<file path="src/rtl/uart_pkg.sv">
// Shared definitions for the UART receive controller: FSM encoding and data width.
package uart_pkg;

  localparam int UART_DATA_W = 8;

  // Receive sequencer state encoding (2 bits)
  localparam logic [1:0] ST_IDLE = 2'd0;
  localparam logic [1:0] ST_ARM  = 2'd1;
  localparam logic [1:0] ST_WAIT = 2'd2;
  localparam logic [1:0] ST_HOLD = 2'd3;

  typedef enum logic [1:0] {
    S_IDLE = ST_IDLE,
    S_ARM  = ST_ARM,
    S_WAIT = ST_WAIT,
    S_HOLD = ST_HOLD
  } rx_state_e;

endpackage

</file>
<file path="src/rtl/sync_fifo.sv">
// Small synchronous FIFO with registered first-word-fall-through head output.
// Pointers carry an extra MSB so full and empty are distinguishable; level = wr - rd.
module sync_fifo #(
  parameter int DEPTH = 4,
  parameter int WIDTH = 8
) (
  input  logic                     clk,
  input  logic                     rst_n,
  input  logic                     push,
  input  logic [WIDTH-1:0]         din,
  input  logic                     pop,
  output logic                     full,
  output logic                     empty,
  output logic [$clog2(DEPTH):0]   level,
  output logic [WIDTH-1:0]         dout
);

  localparam int AW = $clog2(DEPTH);

  logic [WIDTH-1:0] mem [DEPTH];
  logic [AW:0]      wr_ptr_q, wr_ptr_d;
  logic [AW:0]      rd_ptr_q, rd_ptr_d;
  logic [WIDTH-1:0] dout_q, dout_d;
  logic             do_push, do_pop;

  assign empty = (wr_ptr_q == rd_ptr_q);
  assign full  = (wr_ptr_q[AW] != rd_ptr_q[AW]) && (wr_ptr_q[AW-1:0] == rd_ptr_q[AW-1:0]);
  assign level = wr_ptr_q - rd_ptr_q;
  assign dout  = dout_q;

  // A pop of an empty FIFO is ignored; a push into a full FIFO only lands if a pop frees a slot.
  assign do_pop  = pop && !empty;
  assign do_push = push && (!full || do_pop);

  // Next pointers and next head value; the head comes from din when the slot being written
  // this cycle is the one that becomes the head (empty FIFO, or a single entry being popped).
  always_comb begin
    wr_ptr_d = do_push ? wr_ptr_q + 1'b1 : wr_ptr_q;
    rd_ptr_d = do_pop  ? rd_ptr_q + 1'b1 : rd_ptr_q;
    dout_d   = dout_q;
    if (wr_ptr_d != rd_ptr_d) begin
      if (do_push && (rd_ptr_d[AW-1:0] == wr_ptr_q[AW-1:0])) begin
        dout_d = din;
      end else begin
        dout_d = mem[rd_ptr_d[AW-1:0]];
      end
    end
  end

  // Storage array, written on accepted pushes only (no reset so it maps to RAM).
  always_ff @(posedge clk) begin
    if (do_push) begin
      mem[wr_ptr_q[AW-1:0]] <= din;
    end
  end

  // Pointer and head-register update.
  always_ff @(posedge clk or negedge rst_n) begin
    if (!rst_n) begin
      wr_ptr_q <= '0;
      rd_ptr_q <= '0;
      dout_q   <= '0;
    end else begin
      wr_ptr_q <= wr_ptr_d;
      rd_ptr_q <= rd_ptr_d;
      dout_q   <= dout_d;
    end
  end

endmodule

</file>
<file path="src/rtl/uart_rx_ctrl.sv">
// UART receive controller: enables the receiver, captures one byte per rising edge of its
// ready flag into a FIFO drained by the host, and tracks overrun and a frame counter.
module uart_rx_ctrl
  import uart_pkg::*;
#(
  parameter int DEPTH = 4,
  parameter int CNT_W = 8
) (
  input  logic                     clk,
  input  logic                     rst_n,
  input  logic                     enable,
  output logic                     rx_en,
  input  logic                     rx_rdy,
  input  logic [UART_DATA_W-1:0]   rx_data,
  output logic                     out_valid,
  output logic [UART_DATA_W-1:0]   out_data,
  input  logic                     out_ready,
  output logic [$clog2(DEPTH):0]   level,
  output logic                     overrun,
  input  logic                     ovr_clr,
  output logic [CNT_W-1:0]         frames
);

  rx_state_e        state_q, state_d;
  logic             rx_en_q;
  logic             rdy_q;
  logic             overrun_q, overrun_d;
  logic [CNT_W-1:0] frames_q, frames_d;
  logic             capture;
  logic             fifo_full, fifo_empty;
  logic             drop;

  // Next-state logic and capture strobe; dropping enable abandons any byte in progress.
  always_comb begin
    state_d = state_q;
    capture = 1'b0;
    case (state_q)
      S_IDLE: if (enable) state_d = S_ARM;
      // Ignore a ready flag left over from before the receiver was (re)enabled.
      S_ARM:  if (!rx_rdy) state_d = S_WAIT;
      S_WAIT: begin
        if (rx_rdy && !rdy_q) begin
          capture = 1'b1;
          state_d = S_HOLD;
        end
      end
      S_HOLD: if (!rx_rdy) state_d = S_WAIT;
      default: state_d = S_IDLE;
    endcase
    if (!enable) begin
      state_d = S_IDLE;
      capture = 1'b0;
    end
  end

  // A full FIFO with no simultaneous pop loses the captured byte.
  assign drop = capture && fifo_full && !out_ready;

  // Overrun (set wins over clear) and wrapping frame counter.
  always_comb begin
    overrun_d = overrun_q;
    if (drop) begin
      overrun_d = 1'b1;
    end else if (ovr_clr) begin
      overrun_d = 1'b0;
    end
    frames_d = capture ? frames_q + 1'b1 : frames_q;
  end

  // State, registered receiver enable, ready edge register and status counters.
  always_ff @(posedge clk or negedge rst_n) begin
    if (!rst_n) begin
      state_q   <= S_IDLE;
      rx_en_q   <= 1'b0;
      rdy_q     <= 1'b0;
      overrun_q <= 1'b0;
      frames_q  <= '0;
    end else begin
      state_q   <= state_d;
      rx_en_q   <= (state_d != S_IDLE);
      rdy_q     <= rx_rdy;
      overrun_q <= overrun_d;
      frames_q  <= frames_d;
    end
  end

  sync_fifo #(
    .DEPTH (DEPTH),
    .WIDTH (UART_DATA_W)
  ) u_fifo (
    .clk   (clk),
    .rst_n (rst_n),
    .push  (capture),
    .din   (rx_data),
    .pop   (out_ready),
    .full  (fifo_full),
    .empty (fifo_empty),
    .level (level),
    .dout  (out_data)
  );

  assign rx_en     = rx_en_q;
  assign out_valid = !fifo_empty;
  assign overrun   = overrun_q;
  assign frames    = frames_q;

endmodule
</file>
<file path="config.mk">
export PLATFORM = sky130hd
export DESIGN_NAME = uart_rx_ctrl
export DESIGN_NICKNAME = d
export VERILOG_FILES = /design/src/rtl/uart_pkg.sv /design/src/rtl/sync_fifo.sv /design/src/rtl/uart_rx_ctrl.sv
export SDC_FILE = /design/constraint.sdc
export NUM_CORES = 1
export LEC_CHECK = 0
export ABC_CLOCK_PERIOD_IN_PS = 3800
export CORE_MARGIN = 4
export CORE_UTILIZATION = 33
export CTS_CLUSTER_SIZE = 28
export DETAILED_ROUTE_END_ITERATION = 12
export SYNTH_ARGS = -nofsm -noshare
export SYNTH_HDL_FRONTEND = slang
export SYNTH_SLANG_ARGS = --single-unit
</file>
<file path="constraint.sdc">
create_clock -name clk -period 3.8 [get_ports clk]
set_input_delay 0.76 -clock clk [delete_from_list [all_inputs] [get_ports clk]]
set_output_delay 0.76 -clock clk [all_outputs]
set_load 0.02 [all_outputs]
</file>
==> impl_metrics.json <==
{
  "run_status": "completed",
  "cp.arrival_ns": 3.49,
  "ioPinCount": 36,
  "maxCapViolations": 0,
  "drt-vias-per-instance": 4.99,
  "p_per_area_nw_per_um2": 850,
  "slew_viol_final": 0,
  "yosysWarnings": 0,
  "worst_path_max_delay_cell": "dfrtp_1",
  "grt_usage_pct": 12.6,
  "cpLargestDelayFamily": "simple AND/OR/NAND/NOR gates",
  "finalPower_mw": 2.89,
  "ctsHtreeMaxLevel": 3,
  "cts_buffers": 9,
  "routabilityCongestion": 0.737,
  "dieHeight_um": 98.9,
  "root_buffer": "clkbuf_8",
  "cp_slowest_stage_delay_ns": 0.54,
  "period_share_pct": 86.0,
  "synth_area_leaders": "edfxtp_1, dfrtp_1, xnor2_1",
  "rsz0062_at_grt": "false",
  "dpl.hpwl_mm": 3.88,
  "vdd_drop_max_mv": 0.354,
  "overflow": 0,
  "n_antenna_cell": 0,
  "wl_per_cell_um": 16.2,
  "synth-seq-cells": 59,
  "port_buffers": 35,
  "period_minus_slack_ns": 3.27,
  "end_kind": "register",
  "clk_latency_ns": 0.34,
  "critPathBufInv": 1,
  "crit_type": "reg2reg",
  "max_slew_margin_pct": 43.7,
  "power_leakage_nw": 1.35,
  "cts_buffer_depth": 2,
  "syn-num-nets": 225,
  "synth.top_cell.area_share_pct": 35.2,
  "hold_class": "reg2reg",
  "path_clk_slew_ns": 0.06,
  "drc": 0,
  "setup-violations-final": 0,
  "grt_pass1_wl_mm": 9.36,
  "crit_fanout": 9,
  "grt_pass1_vias": 1768,
  "synth_top_area_cell": "edfxtp_1",
  "core-area_um2": 7890,
  "dp_cells": 335,
  "drive_gt1_share_pct": 12.1,
  "worst_slew_pin_slew_ns": 0.821,
  "fin_nets": 267,
  "seq_area_frac_synth_pct": 60.0,
  "drt_iter0_markers": 64,
  "synth_area_um2": 2730,
  "finalWirelength_mm": 5.65,
  "crit_path_frequent_cell": "and2_1",
  "max_clock_freq_mhz": 306,
  "postCtsHoldBufs": 0,
  "drt_pass1_iterations": 4,
  "initial_core_util_pct": 34.6,
  "dieArea_um2": 9780,
  "crit_path_start_kind": "register",
  "path_cells": "inv_1, ha_1, and2_1, a311oi_4, and2_1, xnor3_2, or3_1, mux2_4",
  "synth_cells": 202,
  "cts_resized": 0,
  "hold_violations": 0,
  "rows": 32,
  "cts_setup_buffers": 0,
  "route.vias.total": 1747,
  "synth_cell_types": 39,
  "detail-route-antenna-nets": 0,
  "cts_tree": "done",
  "dieWidth_um": 98.9,
  "fin_setup_tns_ns": 0,
  "skew_ns": 0.00818,
  "cp.required_ns": 4.02,
  "clkSinkCount": 59,
  "post_layout_nonfiller_instances": 350,
  "grt_max_degree": 28,
  "area_delta_synth_final_pct": 24.6,
  "avgSynthCellArea_um2": 13.5,
  "antenna_found_initial": 0
}
[registers in the layout (all words and copies together) (netlist names)]
name             count
u_fifo.mem          32
frames               8
u_fifo.dout          8
u_fifo.rd_ptr_q      3
u_fifo.wr_ptr_q      3
state_q              2
overrun              1
rdy_q                1
rx_en                1
[cells in the final DEF (no fill, tap or decap), types with 2 or more instances in the layout]
cell type and instances:
a21oi_1 2, a221oi_1 7, a311o_1 7, a31oi_1 8, and2_1 2, and2_2 3
and3_1 2, buf_4 4, bufinv_16 2, clkbuf_8 9, clkdlybuf4s50_1 35, clkinv_2 2
dfrtp_1 27, edfxtp_1 32, ha_1 8, inv_1 11, mux2i_1 10, nand2_1 26
nand3_1 2, nand4_1 2, nor2_1 2, nor2b_1 4, nor4_1 7, xnor2_1 12
xor2_1 3
[through the flow]
| step | utilization [%] | instance area, µm² | hold WS, ns | setup WS (ns) |
|---|---|---|---|---|
| after floorplan | - | 2730 | 0.464 | 0.572 |
| after global placement | 40.4 | 3190 | 0.461 | 0.394 |
| after detailed placement | 40.4 | 3190 | 0.473 | 0.343 |
| after CTS | 43.1 | 3400 | 0.486 | 0.519 |
| after global routing | 43.1 | 3400 | 0.515 | 0.339 |
| final | 43.1 | 3400 | 0.476 | 0.531 |
[power by group]
group,internal [mW],total [mW],switching [mW]
registers,0.774,0.879,0.105
logic,0.626,1.41,0.781
clock network,0.364,0.601,0.237
[worst paths after layout]
path,slack [ns],to,cells past startpoint,startpoint
worst max-delay path,0.53,u_fifo.dout[0],8,u_fifo.rd_ptr_q[1]
worst min-delay path,0.48,frames[7],1,frames[7]
worst max register to register,0.53,u_fifo.dout[0],8,u_fifo.rd_ptr_q[1]
worst min register to register,0.48,frames[7],1,frames[7]
max in group asynchronous,2.72,u_fifo.wr_ptr_q[0],2,rst_n
min in group asynchronous,0.81,u_fifo.rd_ptr_q[1],2,rst_n
[cell usage after synthesis, drive strengths merged]
master	instances
nand3b	1
nand4	2
nor4	7
dfrtp	27
mux2i	10
and2	5
a311oi	1
o211a	1
ha	8
and3	2
clkbuf	6
nand2b	2
a21oi	3
nand2	26
fa	1
xnor3	2
inv	11
a31oi	8
buf	2
a311o	7
xor2	3
o211ai	1
nor2b	4
a41o	1
nor2	2
a221oi	7
edfxtp	32
and4	1
xnor2	12
o21a	1
nand3	2
mux4	1
mux2	2
or3	1
[cell families (layout without fill, tap and decap cells)]
family | Yosys count | after routing | synth area share [%]
compound gates | 30 | 30 | 9.64
xor+xnor | 17 | 17 | 6.52
fa+ha+maj | 9 | 9 | 4.41
buf+inv | 19 | 65 | 3.17
flops | 59 | 59 | 60.0
mux | 13 | 13 | 5.46
simple gates | 55 | 55 | 10.8
[layout make-up]
type                            count  area [µm²]
Clock buffer                       10         128
Clock inverter                      5        78.8
Fill cell                         737        4490
Inverter                           11        41.3
Multi-Input combinational cell    124        1000
Sequential cell                    59        1640
Tap cell                          102         128
Timing Repair Buffer               39         380
[per-layer routing]
layer / global-route usage, % / vias to the layer above / wire length [µm]
met4: 2.84 / 0 / 45
met2: 18.9 / 55 / 2580
li1: - / 828 / -
met3: 5.31 / 6 / 372
met1: 17.0 / 858 / 2650
met5: 0 / - / 0
Note: power is estimated with default switching activity, not from simulation.
